===== config.mk =====
export PLATFORM = sky130hd
export DESIGN_NAME = instr_loader_flat
export DESIGN_NICKNAME = d
export VERILOG_FILES = /design/src/rtl/instr_loader_if.sv /design/src/rtl/instr_loader.sv /design/src/flat_wrapper.sv
export SDC_FILE = /design/constraint.sdc
export NUM_CORES = 1
export LEC_CHECK = 0
export ABC_CLOCK_PERIOD_IN_PS = 2900
export CAP_MARGIN = 10
export CORE_AREA = 4 4 122 100
export DETAILED_ROUTE_END_ITERATION = 7
export DIE_AREA = 0 0 126 104
export GPL_TIMING_DRIVEN = 0
export PLACE_DENSITY_LB_ADDON = 0.12
export SYNTH_ARGS = -nofsm -noshare
export SYNTH_HDL_FRONTEND = slang
export SYNTH_SLANG_ARGS = --single-unit

===== constraint.sdc =====
create_clock -name clk -period 2.9 [get_ports clk]
set_input_delay 0.435 -clock clk [delete_from_list [all_inputs] [get_ports clk]]
set_output_delay 0.435 -clock clk [all_outputs]
set_load 0.01 [all_outputs]

===== src/rtl/instr_loader_if.sv =====
// Byte-stream input and CPU instruction-load side of the boot loader.
// slave modport faces the loader; master faces the byte source / observer.
interface instr_loader_if #(
    parameter int NUM_WORDS = 32
);
    localparam int WCW = $clog2(NUM_WORDS + 1);

    logic            start;
    logic [7:0]      byte_in;
    logic            byte_valid;
    logic            byte_last;
    logic            byte_ready;
    logic            LoadInstructions;
    logic [31:0]     Instruction;
    logic            cpu_reset;
    logic [WCW-1:0]  word_count;
    logic            busy;
    logic            done;
    logic            err;

    modport slave (
        input  start, byte_in, byte_valid, byte_last,
        output byte_ready, LoadInstructions, Instruction, cpu_reset,
               word_count, busy, done, err
    );

    modport master (
        output start, byte_in, byte_valid, byte_last,
        input  byte_ready, LoadInstructions, Instruction, cpu_reset,
               word_count, busy, done, err
    );
endinterface


===== src/rtl/instr_loader.sv =====
// Packs a byte stream into 32-bit words and strobes them into CPU instruction memory,
// holding the CPU in reset while loading; word strobe one cycle after its final byte.
module instr_loader #(
    parameter int NUM_WORDS  = 32,
    parameter int BOOT_HOLD  = 2,
    parameter int BIG_ENDIAN = 1
) (
    input  logic          clk,
    input  logic          Reset,
    instr_loader_if.slave bus
);
    localparam int WCW = $clog2(NUM_WORDS + 1);
    localparam int HCW = $clog2(BOOT_HOLD + 1);
    localparam logic [WCW-1:0] MAX_WORDS = WCW'(NUM_WORDS);
    localparam logic [WCW-1:0] WC_ONE    = WCW'(1);
    localparam logic [HCW-1:0] HOLD_LOAD = HCW'(BOOT_HOLD);
    localparam logic [HCW-1:0] HOLD_ONE  = HCW'(1);

    typedef enum logic [2:0] {IDLE, PRIME, COLLECT, WRITE, HOLD, RUN} state_t;

    state_t          state, stateNext;
    logic [1:0]      byteIdx;
    logic [31:0]     asmWord, asmNext, instrQ;
    logic            lastSeen, errQ;
    logic [WCW-1:0]  wordCount;
    logic [HCW-1:0]  holdCnt;
    logic            xfer, wordEnd, loadEnd;
    logic [4:0]      laneShift;
    logic            byteReady, loadStrobe, cpuReset, busyQ, doneQ;

    assign xfer    = bus.byte_valid && (state == COLLECT);
    assign wordEnd = xfer && ((byteIdx == 2'd3) || bus.byte_last);
    assign loadEnd = lastSeen || ((wordCount + WC_ONE) == MAX_WORDS);

    // ~byteIdx equals 3-byteIdx, so the first byte lands in [31:24] when big-endian
    assign laneShift = (BIG_ENDIAN != 0) ? {~byteIdx, 3'b000} : {byteIdx, 3'b000};
    assign asmNext   = asmWord | ({24'd0, bus.byte_in} << laneShift);

    always_ff @(posedge clk or posedge Reset) begin
        if (Reset) begin
            state <= IDLE;
        end else begin
            state <= stateNext;
        end
    end

    always_comb begin
        stateNext  = state;
        byteReady  = 1'b0;
        loadStrobe = 1'b0;
        cpuReset   = 1'b1;
        busyQ      = 1'b0;
        doneQ      = 1'b0;
        case (state)
            IDLE: begin
                if (bus.start) stateNext = PRIME;
            end
            PRIME: begin
                busyQ     = 1'b1;
                stateNext = COLLECT;
            end
            COLLECT: begin
                busyQ     = 1'b1;
                byteReady = 1'b1;
                if (wordEnd) stateNext = WRITE;
            end
            WRITE: begin
                busyQ      = 1'b1;
                loadStrobe = 1'b1;
                stateNext  = loadEnd ? HOLD : COLLECT;
            end
            HOLD: begin
                busyQ = 1'b1;
                if (holdCnt == HOLD_ONE) stateNext = RUN;
            end
            RUN: begin
                cpuReset = 1'b0;
                doneQ    = 1'b1;
                if (bus.start) stateNext = PRIME;
            end
            default: stateNext = IDLE;
        endcase
    end

    always_ff @(posedge clk or posedge Reset) begin
        if (Reset) begin
            byteIdx   <= '0;
            asmWord   <= '0;
            instrQ    <= '0;
            lastSeen  <= 1'b0;
            errQ      <= 1'b0;
            wordCount <= '0;
            holdCnt   <= '0;
        end else begin
            case (state)
                PRIME: begin
                    byteIdx   <= '0;
                    asmWord   <= '0;
                    lastSeen  <= 1'b0;
                    errQ      <= 1'b0;
                    wordCount <= '0;
                end
                COLLECT: begin
                    if (xfer) begin
                        byteIdx <= byteIdx + 2'd1;
                        asmWord <= asmNext;
                        if (wordEnd) instrQ <= asmNext;
                        if (bus.byte_last) begin
                            lastSeen <= 1'b1;
                            if (byteIdx != 2'd3) errQ <= 1'b1;
                        end
                    end
                end
                WRITE: begin
                    byteIdx <= '0;
                    asmWord <= '0;
                    if (wordCount != MAX_WORDS) wordCount <= wordCount + WC_ONE;
                    if (loadEnd) holdCnt <= HOLD_LOAD;
                end
                HOLD: begin
                    holdCnt <= holdCnt - HOLD_ONE;
                end
                default: ;
            endcase
        end
    end

    assign bus.byte_ready       = byteReady;
    assign bus.LoadInstructions = loadStrobe;
    assign bus.Instruction      = instrQ;
    assign bus.cpu_reset        = cpuReset;
    assign bus.word_count       = wordCount;
    assign bus.busy             = busyQ;
    assign bus.done             = doneQ;
    assign bus.err              = errQ;
endmodule


===== src/flat_wrapper.sv =====
// flat-port wrapper written by rule: the top's interface ports become plain ports
module instr_loader_flat 
#(
    parameter int NUM_WORDS  = 32,
    parameter int BOOT_HOLD  = 2,
    parameter int BIG_ENDIAN = 1
)
  (clk, Reset, bus_start, bus_byte_in, bus_byte_valid, bus_byte_last, bus_byte_ready, bus_LoadInstructions, bus_Instruction, bus_cpu_reset, bus_word_count, bus_busy, bus_done, bus_err);
  instr_loader_if #(.NUM_WORDS(NUM_WORDS)) bus_i ();
  input  logic clk;
  input  logic Reset;
  input wire logic [$bits(bus_i.start)-1:0] bus_start;
  input wire logic [$bits(bus_i.byte_in)-1:0] bus_byte_in;
  input wire logic [$bits(bus_i.byte_valid)-1:0] bus_byte_valid;
  input wire logic [$bits(bus_i.byte_last)-1:0] bus_byte_last;
  output wire logic [$bits(bus_i.byte_ready)-1:0] bus_byte_ready;
  output wire logic [$bits(bus_i.LoadInstructions)-1:0] bus_LoadInstructions;
  output wire logic [$bits(bus_i.Instruction)-1:0] bus_Instruction;
  output wire logic [$bits(bus_i.cpu_reset)-1:0] bus_cpu_reset;
  output wire logic [$bits(bus_i.word_count)-1:0] bus_word_count;
  output wire logic [$bits(bus_i.busy)-1:0] bus_busy;
  output wire logic [$bits(bus_i.done)-1:0] bus_done;
  output wire logic [$bits(bus_i.err)-1:0] bus_err;
  assign bus_i.start = bus_start;
  assign bus_i.byte_in = bus_byte_in;
  assign bus_i.byte_valid = bus_byte_valid;
  assign bus_i.byte_last = bus_byte_last;
  assign bus_byte_ready = bus_i.byte_ready;
  assign bus_LoadInstructions = bus_i.LoadInstructions;
  assign bus_Instruction = bus_i.Instruction;
  assign bus_cpu_reset = bus_i.cpu_reset;
  assign bus_word_count = bus_i.word_count;
  assign bus_busy = bus_i.busy;
  assign bus_done = bus_i.done;
  assign bus_err = bus_i.err;
  instr_loader #(.NUM_WORDS(NUM_WORDS), .BOOT_HOLD(BOOT_HOLD), .BIG_ENDIAN(BIG_ENDIAN)) u_core (.clk(clk), .Reset(Reset), .bus(bus_i));
endmodule

==> results of run 1 <==
[synth_stat cells, types with 2 or more instances]
library cell   n  area [sq um]
dfrtp_1       79          1980
a31oi_1        2          12.5
o221ai_1       3          26.3
nor3b_1        2          15.0
clkbuf_1      14          52.6
nor3_1         3          15.0
nor2_1        60           225
o21ai_0        9          45.0
a21oi_1       89           445
inv_1          6          22.5
ha_1           4          50.1
nand2_1       16          60.1
buf_2         13          65.1
nor2b_1        6          37.5
a41oi_1        2          17.5
a22o_1        13           114
xnor2_1        2          17.5
mux2i_1        2          20.0
nand3_1        8          40.0
buf_6          2          22.5
[worst max-delay path, stage by stage (launching register included)]
cell,delay [ns]
dfrtp_1,0.49
clkbuf_1,0.39
xnor2_1,0.18
clkdlybuf4s50_1,0.56
[kinds of logic (layout without fill, tap and decap cells)]
family,Yosys count,count (layout),synth area share
XOR/XNOR,2,2,0.00507
AO/OA/AOI/OAI,121,121,0.198
adder cells (fa/ha/maj),4,4,0.0145
flip-flops,79,79,0.572
multiplexers,2,2,0.00579
buffers and inverters,38,101,0.0543
AND/OR/NAND/NOR,108,108,0.151
[metrics by stage]
stage | TNS, ns | setup slack (ns) | util | hold WS [ns] | instances
finish | 0 | 0.515 | 0.405 | 0.363 | 561
global route | 0 | 0.406 | 0.405 | 0.364 | 561
global placement | -79.18 | -1.01 | 0.378 | 0.476 | 546
detailed placement | 0 | 0.706 | 0.381 | 0.485 | 547
floorplan | 0 | 0.442 | - | 0.463 | 354
CTS | 0 | 0.491 | 0.405 | 0.357 | 561
[power by group]
| part | switching, W | total, W | internal (W) |
|---|---|---|---|
| combinational | 0.00101 | 0.00199 | 0.000977 |
| clock | 0.000408 | 0.00102 | 0.000616 |
| sequential | 0.000283 | 0.00182 | 0.00154 |
| total | 0.00170 | 0.00483 | 0.00313 |
[placed cells by master (no fill, tap or decap), drive strengths merged]
master / netlist / layout
nand2: 16 / 16
and2b: 2 / 2
o21bai: 1 / 1
o31ai: 1 / 1
a21oi: 89 / 89
and4b: 1 / 1
nand2b: 1 / 1
nor3: 3 / 3
buf: 16 / 17
clkbuf: 15 / 28
nor3b: 3 / 3
a41oi: 2 / 2
nor4b: 1 / 1
dfrtp: 79 / 79
mux2i: 2 / 2
nand4b: 1 / 1
and3b: 1 / 1
clkinv: 0 / 1
o21ai: 9 / 9
a2bb2oi: 1 / 1
ha: 4 / 4
inv: 7 / 7
nor2: 60 / 60
a31oi: 2 / 2
clkdlybuf4s50: 0 / 48
o221ai: 3 / 3
or4: 1 / 1
or2: 1 / 1
xnor2: 2 / 2
nand4bb: 1 / 1
nand4: 1 / 1
nand3: 8 / 8
and2: 1 / 1
a22o: 13 / 13
nor2b: 6 / 6
[cell type report]
| type | instances | area (sq um) | area share |
|---|---|---|---|
| clock buffers | 13 | 260 | 0.0590 |
| plain buffers | 31 | 161 | 0.0366 |
| flip-flops and latches | 79 | 1980 | 0.448 |
| repair buffers | 49 | 508 | 0.115 |
| multi-input cells | 237 | 1290 | 0.293 |
| clock inverters | 1 | 5.00 | 0.00113 |
| inverters | 7 | 28.8 | 0.00652 |
| well taps | 144 | 180 | 0.0408 |
[sequential cells by signal (all words and copies together) (netlist names)]
name,flops
u_core.asmWord,32
u_core.bus.Instruction,32
u_core.bus.err,1
u_core.bus.word_count,6
u_core.byteIdx,2
u_core.holdCnt,2
u_core.lastSeen,1
u_core.state,3
[routing by layer]
layer,GRT usage,part of all wire,vias up
met5,0,0,-
met4,0.0391,0.012,0
met3,0.0431,0.049,7
met2,0.202,0.42,62
met1,0.211,0.52,1291
li1,-,-,1343
[final timing paths]
check	end	slack [ns]	cells after the start
max in group asynchronous	u_core.asmWord[24]	1.94	3
min	u_core.bus.Instruction[5]	0.36	2
min in group clk	u_core.asmWord[24]	0.49	2
max reg2reg	u_core.bus.Instruction[18]	1.11	5
max	bus_busy	0.51	3
min reg2reg	u_core.asmWord[24]	0.49	2
==> impl_results.md, run 1 <==
- Final HPWL DP: roughly 6200 microns
- Starting Density: 0.317
- Setup Buffers After CTS: 0
- Io pins: 57
- DRT antenna net count: 0
- Start point of the critical path: u_core.state[2]
- Critical path peak fanout: 10
- Die area: 13,100 sq um
- First-pass GRT wire length: 14,800 microns
- Total leakage power: 1.92 nW
- Clock transition at the registers of the reported paths: 0.06 ns
- Die Wd: 126 microns
- Final Cell Area: ~4400 sq um
- TritonCTS clock tree: done
- Global route overflow: 0
- Kind of end point of the critical path: output port
- Tmin final: 2.39 ns
- Hold Buf Count CTS: 0
- Post-route DRC: 0
- PortBufs: 48
- Area Overhead vs Synth: 27.7%
- Post-CTS sizing: 0
- Vias in the first global route: around 2,700
- GPL Wtd Cong: 0.740
- Final WL: 8980 microns
- ANT cells: 0
- Library cells used by synthesis: 39
- Fmax: roughly 0.42 GHz
- Fill cells: 1,107
- Max-slew violations: 0
- Synth Flop Type: dfrtp_1
- Total Routing Usage GR: 0.143
- Required @ worst endpoint: between 2 and 2.5 ns
- Final setup fails: 0
- Die height: 104 microns
- CTS Root Cell: clkbuf_16
- Nets: 431
- Site Rows: 34
- Worst Path Arrival: 1.95 ns
- Via count: 2,703
- Yosys reg bits: 79
- Max_cap viols: 0
- Pin count of the biggest net entering global routing: 69
- Initial antenna violation count: 0
- Fraction of registers with async set or reset after synthesis: 1.00
- Clock skew: 0.00503 ns
- Peak VDD IR: 395 uV
- Synth Net Count: 371
- Status: finished, final reports clean
- Area of the core: 10,900 sq um
- Post-Syn Area per Cell: 9.77 sq um
- Clock Path Buffers: 2
- Pwr dens: 1090 nW/um^2
- Worst skew pair latency: 0.33 ns
- DP Area: 4150 sq um
- Setup crit start kind: register
- Register area share after synthesis: 0.572
- Yosys warning total: 0
- First-iteration detailed-routing DRC count: 103
- Hold Crit Class: in2async
- Critical path type: reg2out
- CTS Sinks: 79
- Period utilisation layout: 0.823
- Final number of hold-violating endpoints: 0
- Unrepaired setup endpoints after global routing: false
- 1st-pass router iterations: 4
- H-tree Lvls: 3
- Reg-to-reg critical path startpoint: u_core.state[2]
- EDFF count, synth: 0
- Share of layout cells above drive strength 1: 0.0887
- Total CTS buffers: 9
- Vias per Instance: 4.82
- Slew headroom: 0.609
- Worst slew pin tran: 0.587 ns
- Mapped Area: 3460 sq um
- Cells after Synth: 354
- Overall Power: 0.00483 W
- Wire length per cell: 16.0 microns
Power figures use the tool's default switching activity.
==> inputs of run 2 (changes only) <==
- ABC_CLOCK_PERIOD_IN_PS: 2900 -> 2400
- clock period: 2.9 -> 2.4 ns (I/O delays scaled with it)
==> impl_results.md, run 2 (synthesis gave the netlist of run 1 again) <==
- Required @ worst endpoint: 2.04 ns (was 2.47 ns)
- First-iteration detailed-routing DRC count: 102 (was 103)
- Hold Buf Count CTS: 0 (unchanged)
- Core Util, Final: 0.405 (about the same)
- Wire length per cell: 16.0 microns (about the same)
- Fmax: 0.453 GHz
- CTS Root Cell: clkbuf_16 (unchanged)
- Top sig layer: met4 (unchanged)
- Max_cap viols: 0 (unchanged)
- Io pins: 57 (unchanged)
- Period utilisation layout: 0.920
- Die height: 104 microns (unchanged)
- Slew headroom: 0.609 (about the same)
- Clock transition at the registers of the reported paths: 0.06 ns (about the same)
- Vias in the first global route: 2,700 (unchanged)
- Vias per Instance: 4.81 (was 4.82)
- Slowest stage delay, CP: 0.53 ns (was 0.56 ns)
- Setup TNS: 0 ns (unchanged)
- Worst Path Arrival: 1.85 ns (was 1.95 ns)
- Post-route DRC: 0 (unchanged)
- Die Wd: 126 microns (unchanged)
- Pwr dens: 1320 nW/um^2 (was 1090 nW/um^2)
- Cell Count, Final, Fillers Out: 561 (unchanged)
- Global route overflow: 0 (unchanged)
- Critical path type: reg2out (unchanged)
- Worst skew pair latency: 0.33 ns (about the same)
- Clock Path Buffers: 2 (unchanged)
- CTS Sinks: 79 (unchanged)
- Starting Density: 0.317 (unchanged)
- GPL Wtd Cong: 0.740 (unchanged)
- Final number of hold-violating endpoints: 0 (unchanged)
- Commonest non-fill, non-tap cell in the layout: a21oi_1 (unchanged)
- Setup Buffers After CTS: 0 (unchanged)
- Met3 wire len: 437 microns (was 442 microns)
- Most frequent cells in the layout: a21oi_1 (89), dfrtp_1 (79), nor2_1 (60) (unchanged)
- Clock skew: 0.00503 ns (about the same)
- Status: finished, final reports clean (unchanged)
- Placed Cells incl. Taps: 547 (unchanged)
- Unrepaired setup endpoints after global routing: false (unchanged)
- Tmin final: 2.21 ns
- Post-CTS sizing: 0 (unchanged)
- Kind of end point of the critical path: output port (unchanged)
- Final hold slack: 0.287 ns (was 0.363 ns)
- WL met1: 4690 microns (was 4680 microns)
- Pin count of the biggest net entering global routing: 69 (unchanged)
- TritonCTS clock tree: done (unchanged)
- Site Rows: 34 (unchanged)
- Hold Crit Class: in2async (unchanged)
- Die area: 13,100 sq um (unchanged)
- Final setup fails: 0 (unchanged)
- Worst-path cell chain: clkbuf_1, nand2_1, inv_1, clkdlybuf4s50_1 (was clkbuf_1, xnor2_1, clkdlybuf4s50_1)
- WL met2: 3750 microns (about the same)
- PortBufs: 48 (unchanged)
- Critical path peak fanout: 10 (unchanged)
- Initial antenna violation count: 0 (unchanged)
- Final HPWL DP: 6160 microns (unchanged)
- Total Routing Usage GR: 0.143 (unchanged)
- Total leakage power: 1.92 nW (about the same)
- Area of the core: 10,900 sq um (unchanged)
- H-tree Lvls: 3 (unchanged)
- Slowest CP cell: clkdlybuf4s50_1 (unchanged)
- Final WL: 8990 microns (was 8980 microns)
- 1st-pass router iterations: 4 (unchanged)
- DRT antenna net count: 0 (unchanged)
- First-pass GRT wire length: 14,800 microns (unchanged)
- Nets: 431 (unchanged)
- Worst slew pin tran: 0.587 ns (about the same)
- Share of layout cells above drive strength 1: 0.0911 (was 0.0887)
- Max-slew violations: 0 (unchanged)
- Peak VDD IR: 478 uV (was 395 uV)
- Via count: 2,701 (was 2,703)
- ANT cells: 0 (unchanged)
- Total CTS buffers: 9 (unchanged)
- Setup crit start kind: register (unchanged)
- Area Overhead vs Synth: 27.7% (about the same)
run 2: critical path, delay by kind of cell (launching register included):
family | cells | cell delay, ns
AND/OR/NAND/NOR | 1 | 0.12
flip-flops | 1 | 0.46
buffers and inverters | 3 | 0.94
run 2: through the flow:
stage	setup slack, ns	total power (W)	cell area (sq um)
after floorplan	0.0166	0.00353	3460
after global placement	-1.43	0.00461	4120
after detailed placement	0.281	0.00464	4150
after CTS	0.0656	0.00592	4410
after global routing	0.0333	0.00629	4410
final	0.191	0.00584	4410
run 2: per-layer routing:
metal / up-vias / GRT usage
met3: 7 / 0.0431
li1: 1343 / -
met2: 60 / 0.202
met5: - / 0
met4: 0 / 0.0391
met1: 1291 / 0.211
run 2: path summary, 6_finish.rpt:
path / startpoint / endpoint / cells past startpoint / slack (ns)
min in group clk: u_core.asmWord[24] / u_core.asmWord[24] / 2 / 0.49
worst max register to register: u_core.state[2] / u_core.bus.Instruction[18] / 5 / 0.61
worst min register to register: u_core.asmWord[24] / u_core.asmWord[24] / 2 / 0.49
worst max-delay path: u_core.state[0] / bus_done / 4 / 0.19
worst min-delay path: Reset / u_core.bus.Instruction[5] / 2 / 0.29
max in group asynchronous: Reset / u_core.asmWord[24] / 3 / 1.52
run 2: final cells by class:
type	instances	area (sq um)
Timing Repair Buffer	49	508
Tap cell	144	180
Sequential cell	79	1980
Clock inverter	1	5.00
Inverter	7	28.8
Multi-Input combinational cell	237	1290
Clock buffer	13	260
Buffer	31	163
Fill cell	1106	6480
run 2: power breakdown:
group / internal, W / total (W) / switching, W
Sequential: 0.00186 / 0.00220 / 0.000342
Clock: 0.000744 / 0.00124 / 0.000493
Combinational: 0.00118 / 0.00240 / 0.00122
